### src/rtl/cache_structs_def.sv
`default_nettype none
// ============================================================================
//  Package     : cache_structs_def
//  Description : Shared transaction types between the cache controllers and
//                the main memory model. A request carries chip-select,
//                read/write, block address and one full block of data; a
//                response carries a one-cycle ack and one block of data.
//  Revision    : 1.0  initial release
// ============================================================================
package cache_structs_def;

    localparam int ADDR_WIDTH = 12;
    localparam int BLOCK_SIZE = 8;      // bytes per cache block

    typedef struct packed {
        logic                       cs;     // request valid
        logic                       rw;     // 0 = read, 1 = write
        logic [ADDR_WIDTH-1:0]      addr;
        logic [BLOCK_SIZE-1:0][7:0] data;   // byte 0 in the low bits
    } memory_request_t;

    typedef struct packed {
        logic                       ack;    // one-cycle completion pulse
        logic [BLOCK_SIZE-1:0][7:0] data;
    } memory_response_t;

endpackage
`default_nettype wire

### src/rtl/cache_mem_arbiter.sv
`default_nettype none
// ============================================================================
//  Module      : cache_mem_arbiter
//  Description : Shares one memory port between the I-cache (port 0) and the
//                D-cache (port 1). Round-robin arbitration, the winning request
//                is registered and held until memory acks; a watchdog aborts
//                transactions that memory never acks (sticky timeout flag).
//  Ports       : clk        - clock, rising edge
//                rst_n      - asynchronous active-low reset
//                req_i[2]   - per-port requests, valid while .cs = 1
//                rsp_o[2]   - per-port responses (ack pulse + data), owner only
//                mem_req_o  - registered request towards memory
//                mem_rsp_i  - memory response, .ack is a one-cycle pulse
//                grant_o    - one-hot current owner, 0 when idle
//                timeout_o  - sticky watchdog error, cleared only by reset
//  Revision    : 1.0  initial release
// ============================================================================
module cache_mem_arbiter
    import cache_structs_def::*;
#(
    parameter int TIMEOUT = 256         // BUSY cycles without ack before abort (>= 2)
) (
    input  logic             clk,
    input  logic             rst_n,
    input  memory_request_t  req_i [2],
    output memory_response_t rsp_o [2],
    output memory_request_t  mem_req_o,
    input  memory_response_t mem_rsp_i,
    output logic [1:0]       grant_o,
    output logic             timeout_o
);

    localparam int               TMR_W       = $clog2(TIMEOUT + 1);
    localparam logic [TMR_W-1:0] c_WDOG_LAST = TMR_W'(TIMEOUT - 1);

    typedef enum logic [1:0] {
        S_IDLE = 2'd0,
        S_BUSY = 2'd1,
        S_GAP  = 2'd2
    } state_t;

    state_t           r_state;
    logic             r_rr_ptr;     // port preferred when both request
    logic             r_owner;      // port whose request is on mem_req_o
    logic [TMR_W-1:0] r_wdog;

    logic             w_any_req;
    logic             w_winner;

    always_comb begin
        w_any_req = req_i[0].cs | req_i[1].cs;
        if (req_i[0].cs && req_i[1].cs) begin
            w_winner = r_rr_ptr;
        end else begin
            w_winner = req_i[1].cs;
        end
    end

    always_ff @(posedge clk or negedge rst_n) begin
        if (!rst_n) begin
            r_state   <= S_IDLE;
            r_rr_ptr  <= 1'b0;
            r_owner   <= 1'b0;
            r_wdog    <= '0;
            grant_o   <= 2'b00;
            timeout_o <= 1'b0;
            mem_req_o <= '0;
        end else begin
            case (r_state)
                S_IDLE: begin
                    if (w_any_req) begin
                        // rw/addr/data copied verbatim; cs forced high below
                        mem_req_o    <= req_i[w_winner];
                        mem_req_o.cs <= 1'b1;
                        grant_o      <= w_winner ? 2'b10 : 2'b01;
                        r_owner      <= w_winner;
                        r_wdog       <= '0;
                        r_state      <= S_BUSY;
                    end
                end
                S_BUSY: begin
                    // An ack on the last watchdog cycle still completes normally
                    if (mem_rsp_i.ack) begin
                        mem_req_o.cs <= 1'b0;
                        grant_o      <= 2'b00;
                        r_rr_ptr     <= ~r_owner;
                        r_state      <= S_GAP;
                    end else if (r_wdog == c_WDOG_LAST) begin
                        // Abort; the owner keeps cs high and is re-arbitrated later
                        mem_req_o.cs <= 1'b0;
                        grant_o      <= 2'b00;
                        timeout_o    <= 1'b1;
                        r_rr_ptr     <= ~r_owner;
                        r_state      <= S_GAP;
                    end else begin
                        r_wdog <= r_wdog + TMR_W'(1);
                    end
                end
                S_GAP: begin
                    // Lets the finished requester's cs drop before re-arbitrating
                    r_state <= S_IDLE;
                end
                default: begin
                    r_state <= S_IDLE;
                end
            endcase
        end
    end

    // Responses are forwarded combinationally, to the owner only and only in BUSY
    always_comb begin
        for (int i = 0; i < 2; i++) begin
            rsp_o[i] = '0;
            if ((r_state == S_BUSY) && mem_rsp_i.ack && (r_owner == 1'(i))) begin
                rsp_o[i].ack  = 1'b1;
                rsp_o[i].data = mem_rsp_i.data;
            end
        end
    end

endmodule
`default_nettype wire

### config.mk
export PLATFORM = sky130hd
export DESIGN_NAME = cache_mem_arbiter
export DESIGN_NICKNAME = d
export VERILOG_FILES = /design/src/rtl/cache_structs_def.sv /design/src/rtl/cache_mem_arbiter.sv
export SDC_FILE = /design/constraint.sdc
export NUM_CORES = 1
export LEC_CHECK = 0
export CORE_AREA = 2 2 167 169
export CTS_BUF_LIST = sky130_fd_sc_hd__clkbuf_4 sky130_fd_sc_hd__clkbuf_8 sky130_fd_sc_hd__clkbuf_16
export CTS_CLUSTER_DIAMETER = 60
export DETAILED_ROUTE_END_ITERATION = 7
export DIE_AREA = 0 0 169 171
export PLACE_DENSITY = 0.65
export RECOVER_POWER = 50
export SKIP_CTS_REPAIR_TIMING = 1
export SLEW_MARGIN = 10
export SYNTH_ARGS = -nofsm -noshare
export SYNTH_HDL_FRONTEND = slang
export SYNTH_SLANG_ARGS = --single-unit
### constraint.sdc
create_clock -name clk -period 3 [get_ports clk]
set_clock_uncertainty 0.2 [all_clocks]
set_input_delay 0.6 -clock clk [delete_from_list [all_inputs] [get_ports clk]]
set_output_delay 0.6 -clock clk [all_outputs]
set_load 0.005 [all_outputs]
# ---- Word-level counts from Yosys, hierarchy flattened
# Cells that the tools add are included.
dict set report classes {
  n_mul 0
  bitwise_logic 4
  div 0
  n_reduce_logical 13
  eq_ne 6
  n_addsub 1
  magnitude_cmp 1
  n_mux 25
  shift 0
}
# cell count
set op_table {}
lappend op_table {{77-bit 2-to-1 mux} 3}
lappend op_table {{65-bit 2-to-1 mux} 2}
lappend op_table {{78-bit 2-to-1 mux} 1}
lappend op_table {{9-bit 2-to-1 mux} 3}
lappend op_table {{9-bit one-hot mux with 2 select lines} 1}
lappend op_table {{2-bit 2-to-1 mux} 7}
lappend op_table {{9-bit by 1-bit adder with 9-bit output (second input constant)} 1}
lappend op_table {{9-bit by 8-bit equality test with 1-bit output (second input constant)} 1}
lappend op_table {{2-bit one-hot mux with 2 select lines} 2}
lappend op_table {{2-bit != test (second input constant)} 3}
lappend op_table {{2-bit AND reduction} 3}
lappend op_table {{3-bit AND reduction} 2}
lappend op_table {{1-bit 2-to-1 mux} 5}
lappend op_table {{1-bit logical AND} 4}
lappend op_table {{4-bit AND reduction} 1}
lappend op_table {{2-bit nonzero test} 2}
lappend op_table {{3-bit != test (second input constant)} 1}
lappend op_table {{2-bit by 1-bit equality test with 1-bit output (second input constant)} 1}
lappend op_table {{2-bit >= comparator (second input constant)} 1}
lappend op_table {{2-bit logical NOT} 1}
lappend op_table {{1-bit inverter} 2}
lappend op_table {{1-bit inverter with 2-bit output} 1}
lappend op_table {{1-bit one-hot mux with 2 select lines} 1}
lappend op_table {{1-bit OR} 1}
dict set report word_totals {
  ff_bits 94
  ramBits 0
  memories 0
  input_bits 223
  latchBits 0
  rom_bits 0
}

# ---- Logic depth before layout (Yosys ltp)
# Gate-level depths: netlist of the first run.
dict set report logic_depth {
  word_depth 8
  mapped_depth 8
}

# ---- Least setup slack after synthesis of the first run
# OpenSTA, ideal clock, no wires.
dict set report synth_path {
  kind {reg2reg}
  from {register r_wdog[0]}
  to {register r_wdog[3]}
  t_arrival_ps 2067
  n_path_buf 1
  path_stages_with_launch 9
  synth_period_minus_slack_ps 2345
  setup_ps 78
  setup_slack_ps 655
  cell_sequence {dfrtp_1 ha_1 nand3_1 nor2_1 ha_1 or4b_4 buf_2 or3_1 a21oi_1}
}
dict set report synth_between {
  elab_chain_cells 4
  elab_cells_between_ends 7
}
# element line
set synth_lines {}
lappend synth_lines {{start: declaration} cache_mem_arbiter.sv:45} ;# logic [TMR_W-1:0] r_wdog;
lappend synth_lines {{start signal: assignment} cache_mem_arbiter.sv:96} ;# r_wdog <= r_wdog + TMR_W'(1);
lappend synth_lines {{9-bit by 1-bit adder with 9-bit output} cache_mem_arbiter.sv:96}
lappend synth_lines {{9-bit 2-to-1 mux} cache_mem_arbiter.sv:88} ;# end else if (r_wdog == c_WDOG_LAST) begin
lappend synth_lines {{9-bit 2-to-1 mux} cache_mem_arbiter.sv:83} ;# if (mem_rsp_i.ack) begin
lappend synth_lines {{9-bit one-hot mux with 2 select lines} cache_mem_arbiter.sv:69} ;# case (r_state)
# Several ways; a longest one is shown, not always the timed one. The select of a mux whose other input is x is not followed.
# A chain may end at the register's enable or synchronous reset.

==> summary.txt, run 1 <==
CTS tree: done
kind of critical path: reg2out
H-Tree Depth: 3
synthesis-to-finish area growth: 92.6%
# setup viols final: 0
Placed Instances: 1396
Hold Violations, Final: 0
# DRC: 0
gr ovfl total: 0
WP data arrival: 2170 ps
number of primary I/O pins: 434
Filler cells: 2737
leading area contributor after synthesis: dfrtp_1
HPWL reported at the end of detailed placement: 20600 um
Slew Limit Fails: 0
CP max FO: 10
worst slew pin tran: 1340 ps
FF-to-FF path depth: 7
clk_lat worst skew: 340 ps
vias: 6971
post-synthesis sequential area ratio: 41.4%
Distinct cells, synth: 31
max cap viols: 0
CP startpoint kind: flop
Reg-to-Reg Start: r_wdog[0]
Die H: 171 um
initial antenna violation count: 2
Relative slew margins: 10.9%
Worst EP required: 2200 ps
cts bufs inserted: 9
full die area: 28900 um^2
final layout net count: 1296
Starting DRT DRC Count: 358
post-layout min period: 2970 ps
clk buf depth: 2
reg2reg setup slack: 450 ps
core area: 27300 um^2
Syn Area/Cell: 8.39 um^2
First-pass DRT Iterations: 4
layout cell share with drive strength beyond 1: 6.13%
Clock Pin Slew Worst Setup and Hold Paths: 70 ps
Max Clock Freq: 337 MHz
largest net degree at the start of global routing: 76
final WL: 28800 um
Power per Cell Area: 683 nW/um^2
Yosys reg bits: 94
vias in the first global route: 6619
Yosys warning total: 0
Antenna Nets Post-Route: 0
Clock Sink Count: 94
first-pass GRT wire length: 40900 um
Worst Setup End Kind: output pin
# port buffers: 433
Non-Filler Instances: 1423
slowest cell on the critical path: clkdlybuf4s50_1
leakage: 0.00453 uW
reg2reg end: r_wdog[8]
peak supply drop: 485 uV
Synth Instances: 677
worst-path cell chain: nand2b_4 -> nor3b_4 -> buf_4 -> clkbuf_16 -> and2_1 -> clkdlybuf4s50_1
Syn Nets: 902
outcome: complete, no violations
Synth top area share: 41.4%
vias per inst: 4.90
Routed WL per cell: 20.2 um
Initial Utilization: 20.8%
row cnt: 61
Horiz. Die Dim: 169 um
mapped cell area: 5680 um^2
GPL Wtd Cong: 0.816
Util after Layout: 40.1%
Area contributors post-synth: dfrtp_1 41%, and2_1 14%, o211ai_1 10%
Root Driver: clkbuf_16
crit share post-route: 98.9%
Worst Hold Class: in2async
Crit path largest cell delay: 520 ps
GRT Util Overall: 18.3%
RSZ-0062 raised after global routing: yes
-- layout by cell type, fill, tap and decap left out, types with 2 or more instances in the layout --
cell and n:
nor2_1 6, inv_1 4, dlygate4sd3_1 59, and2_1 128, nand2_1 3, buf_4 17
or4_1 3, buf_12 7, clkdlybuf4s50_1 338, a31oi_1 77, nand3_1 5, ha_1 2
dfrtp_1 91, o31ai_1 3, clkbuf_16 13, nor2_4 2, clkinv_2 2, o211ai_1 77
dlymetal6s2s_1 34, or3_1 3, a21o_1 2, a21oi_1 83, dfrtp_2 3, inv_2 2
clkbuf_2 3, buf_6 2, clkbuf_4 2, o21ai_0 86
-- state kept, by name, summed over array words and instances, names as in the netlist --
register,cells
r_state,2
mem_req_o,78
timeout_o,1
r_wdog,9
r_rr_ptr,1
r_owner,1
grant_o,2
-- cells by family (layout without fill, tap and decap cells) --
group,after synthesis,after routing,synth area share [%]
flip-flops,94,94,41.4
AND/OR/NAND/NOR,159,159,17.1
other,0,1,0
multiplexers,2,2,0.374
AO/OA/AOI/OAI,331,331,34.7
adder cells (fa/ha/maj),2,2,0.440
buffers and inverters,89,488,5.97
-- power breakdown --
part           internal, uW  total [uW]  leakage [uW]  switching (uW)
combinational          2180        4180       0.00331            2000
sequential             1860        2190       0.00108             336
clock                   584        1110      0.000137             525
-- cells in the mapped netlist, drive strengths merged --
cell type  instances
a32o               1
nand2              3
dfrtp             94
and2             128
or3                3
ha                 2
o211ai            77
a31oi             77
inv                6
or4b               1
nand4              1
o31ai              3
nor2               8
nor2b              2
and3               1
buf                8
nand3              5
a22o               1
mux2i              1
o21ai             86
or4                3
a21oi             83
nand2b             1
or2                2
o221ai             1
a21o               2
mux2               1
clkbuf            75
nor3b              1
-- critical path, delay by kind of cell (launching register included) --
family / cells / cell delay [ps]
buffers and inverters: 3 / 830
DFF: 1 / 420
and+or+nand+nor: 3 / 570
-- metal layers --
layer | part of all wire, % | vias up | GRT usage [%]
li1 | - | 3277 | -
met1 | 46 | 3368 | 26.3
met2 | 45 | 293 | 27.2
met3 | 6.7 | 33 | 4.46
met4 | 1.7 | 0 | 5.05
met5 | 0 | - | 0
-- layout make-up --
class	instances	area (um^2)	share of cell area, %
multi-input cells	494	3030	27.7
well taps	346	433	3.96
clock buffers	11	240	2.20
flip-flops and latches	94	2360	21.5
diodes	1	2.50	0.0229
inverters	6	22.5	0.206
clock inverters	5	35.0	0.320
repair buffers	466	4820	44.1
-- worst max-delay path by stage --
stage / startpoint / end / depth (start not counted)
floorplan: r_wdog[0] / r_wdog[3] / 8
global placement: mem_rsp_i[64] / rsp_o[83] / 6
global route: r_state[0] / rsp_o[62] / 5
CTS: mem_rsp_i[64] / rsp_o[96] / 6
finish: r_state[1] / rsp_o[120] / 6
detailed placement: mem_rsp_i[64] / rsp_o[78] / 6
-- stage by stage --
| step | area [um^2] | hold slack (ps) | total power [uW] | worst slack, ps | TNS [ps] |
|---|---|---|---|---|---|
| after global routing | 10900 | 304 | 8020 | -40.5 | -648 |
| after global placement | 10400 | 243 | 6410 | -73.4 | -3420 |
| final | 10900 | 255 | 7480 | 32.8 | 0 |
| after floorplan | 5680 | 104 | 3820 | 655 | 0 |
| after detailed placement | 10400 | 253 | 6440 | -142 | -8220 |
| after CTS | 10700 | 72.2 | 7580 | -150 | -9280 |
No activity file was read; power rests on OpenSTA's default activity.
==> run 2, diff against run 1 <==
- CORE_AREA: 2 2 167 169 -> 10 10 161 163
- DIE_AREA: 0 0 169 171 -> 0 0 171 173
- PLACE_DENSITY: 0.65 -> 0.73
- TNS_END_PERCENT: not set -> 50
==> run 2 against run 1 <==
Clock power increased by 8%. Wire length increased by 7.9%. Register-to-register slack improved by 30 ps. Power about the same. Fmax increased by 0.58%. Largest cell class unchanged. First-iteration DRC count increased by 37%. Via count decreased by 0.70%. Final cell count decreased by 4.8%. Flip-flop and latch count unchanged. Utilization increased by 7.6 points. Setup slack improved by 17 ps.
==> summary.txt, run 2 (synthesized netlist as in run 1, its figures left out) <==
most frequent cells in the layout: 337 x clkdlybuf4s50_1, 128 x and2_1, 91 x dfrtp_1
switch share: 38.1% (-0.079 points)
Horiz. Die Dim: 171 um (+1.2%)
Filler cells: 2183 (-20%)
First-pass DRT Iterations: 4 (unchanged)
max reg flops: 78 (unchanged)
kind of critical path: reg2out
core area: 22600 um^2 (-17%)
largest net degree at the start of global routing: 79 (+3.9%)
Slew Limit Fails: 0 (unchanged)
Power Internal: 4630 uW (+0.14%)
Max Clock Freq: 339 MHz (+0.58%)
Clock Pin Slew Worst Setup and Hold Paths: 70 ps (about the same)
# setup viols final: 0 (unchanged)
area occupied by multi-input gates: 3030 um^2 (about the same)
commonest non-fill, non-tap cell in the layout: clkdlybuf4s50_1
Worst Hold Class: reg2reg
full die area: 29600 um^2 (+2.4%)
outcome: complete, no violations
share of total power in the clock network: 16.1% (+1.3 points)
gr ovfl total: 0 (unchanged)
first-pass GRT wire length: 45200 um (+11%)
Clock Sink Count: 94 (unchanged)
Power per Cell Area: 696 nW/um^2 (+1.8%)
H-Tree Depth: 3 (unchanged)
Starting DRT DRC Count: 492 (+37%)
crit share post-route: 98.3% (-0.58 points)
register share of total power: 29.1% (-0.2 points)
row cnt: 55 (-9.8%)
leakage: 0.00432 uW (-4.6%)
reg2reg end: r_wdog[8]
layout cell share with drive strength beyond 1: 5.34% (-0.80 points)
Die H: 173 um (+1.2%)
Root Driver: clkbuf_16
# port buffers: 433 (unchanged)
GRT Util Overall: 19.6% (+1.3 points)
CP Capture Point: rsp_o[97]
sequential cell area: 2360 um^2 (unchanged)
final layout net count: 1288 (-0.62%)
Antenna Nets Post-Route: 0 (unchanged)
RSZ-0062 raised after global routing: yes
CP startpoint kind: flop
Routed WL per cell: 22.9 um (+13%)
post-layout min period: 2950 ps (-17.3 ps)
max cap viols: 0 (unchanged)
peak supply drop: 376 uV (-22%)
CTS tree: done
HPWL reported at the end of detailed placement: 23000 um (+12%)
cts bufs inserted: 9 (unchanged)
cell area after layout: 10800 um^2 (-1.7%)
Relative slew margins: 12.3% (+1.4 points)
# DRC: 0 (unchanged)
GPL Wtd Cong: 0.909 (+11%)
beginning of the critical path: r_state[1]
Fin Hold WS: 269 ps (+14.1 ps)
NetSw: 2850 uW (-0.20%)
number of primary I/O pins: 434 (unchanged)
Hold Violations, Final: 0 (unchanged)
clk_lat worst skew: 350 ps (about the same)
CP max FO: 32 (+22)
Largest regs: mem_req_o: 78 flops, r_wdog: 9 flops
vias: 6922 (-0.70%)
clk buf depth: 2 (unchanged)
Worst EP required: 2200 ps (about the same)
worst slew pin tran: 1310 ps (-21.4 ps)
initial antenna violation count: 1 (-1)
vias per inst: 5.11 (+4.4%)
FF-to-FF path depth: 7 (unchanged)
Logic pwr share: 54.8% (-1.0 points)
final WL: 31100 um (+7.9%)
Top reg by flops: mem_req_o
Initial Utilization: 25.2% (+4.4 points)
DP Area: 10300 um^2 (-1.0%)
reg2reg setup slack: 480 ps (+30 ps)
Reg-to-Reg Start: r_wdog[0]
WP data arrival: 2150 ps (-20 ps)
synthesis-to-finish area growth: 89.3%
vias in the first global route: 6975 (+5.4%)
Worst Setup End Kind: output pin
[run 2: power groups by stage]
stage / Sequential, uW / Clock [uW] / Combinational (uW)
6_report: 2180 / 1200 / 4100
5_1_grt: 2260 / 1300 / 4450
4_1_cts: 2200 / 1250 / 4270
3_5_place_dp: 2210 / 0 / 4260
3_3_place_gp: 2190 / 0 / 4220
2_1_floorplan: 2220 / 0 / 1600
[run 2: area by class of cell]
class                   count  area share, %
diodes                      1         0.0233
flip-flops and latches     94           21.9
repair buffers            458           43.5
well taps                 285           3.32
multi-input cells         494           28.2
inverters                   6          0.209
clock buffers              10           2.22
clock inverters             6          0.640
[run 2: worst min-delay path by stage]
stage               from           end  slack (ps)  depth (start not counted)
2_1_floorplan      rst_n    grant_o[0]         100                          0
3_3_place_gp   timeout_o     timeout_o         250                          1
3_5_place_dp   timeout_o     timeout_o         270                          1
4_1_cts            rst_n  mem_req_o[1]          80                          1
5_1_grt        timeout_o     timeout_o         300                          1
6_report       timeout_o     timeout_o         270                          1
[run 2: per-layer routing]
metal	vias to the layer above	track usage (%)	share of wire [%]
met5	-	0	0
met4	0	4.60	1.6
met3	30	5.19	7.1
met2	256	33.2	49
met1	3369	24.0	42
li1	3267	-	-
[run 2: critical path, cell delays in order (launching register included)]
cell and delay [ps]:
dfrtp_2 440, nand2b_4 180, nor3b_4 200, buf_6 150, buf_12 160, and2_1 150
clkdlybuf4s50_1 510
[run 2: through the flow]
| step | setup WS (ps) | instances | utilization [%] | power, uW | setup TNS (ps) |
|---|---|---|---|---|---|
| 6_report | 50.1 | 1354 | 47.6 | 7480 | 0 |
| 5_1_grt | -41.5 | 1353 | 47.6 | 8010 | -992 |
| 4_1_cts | -161 | 1347 | 47.1 | 7720 | -9510 |
| 3_5_place_dp | -157 | 1331 | 45.7 | 6470 | -8250 |
| 3_3_place_gp | -117 | 1331 | 45.7 | 6420 | -4400 |
| 2_1_floorplan | 655 | 677 | - | 3820 | 0 |
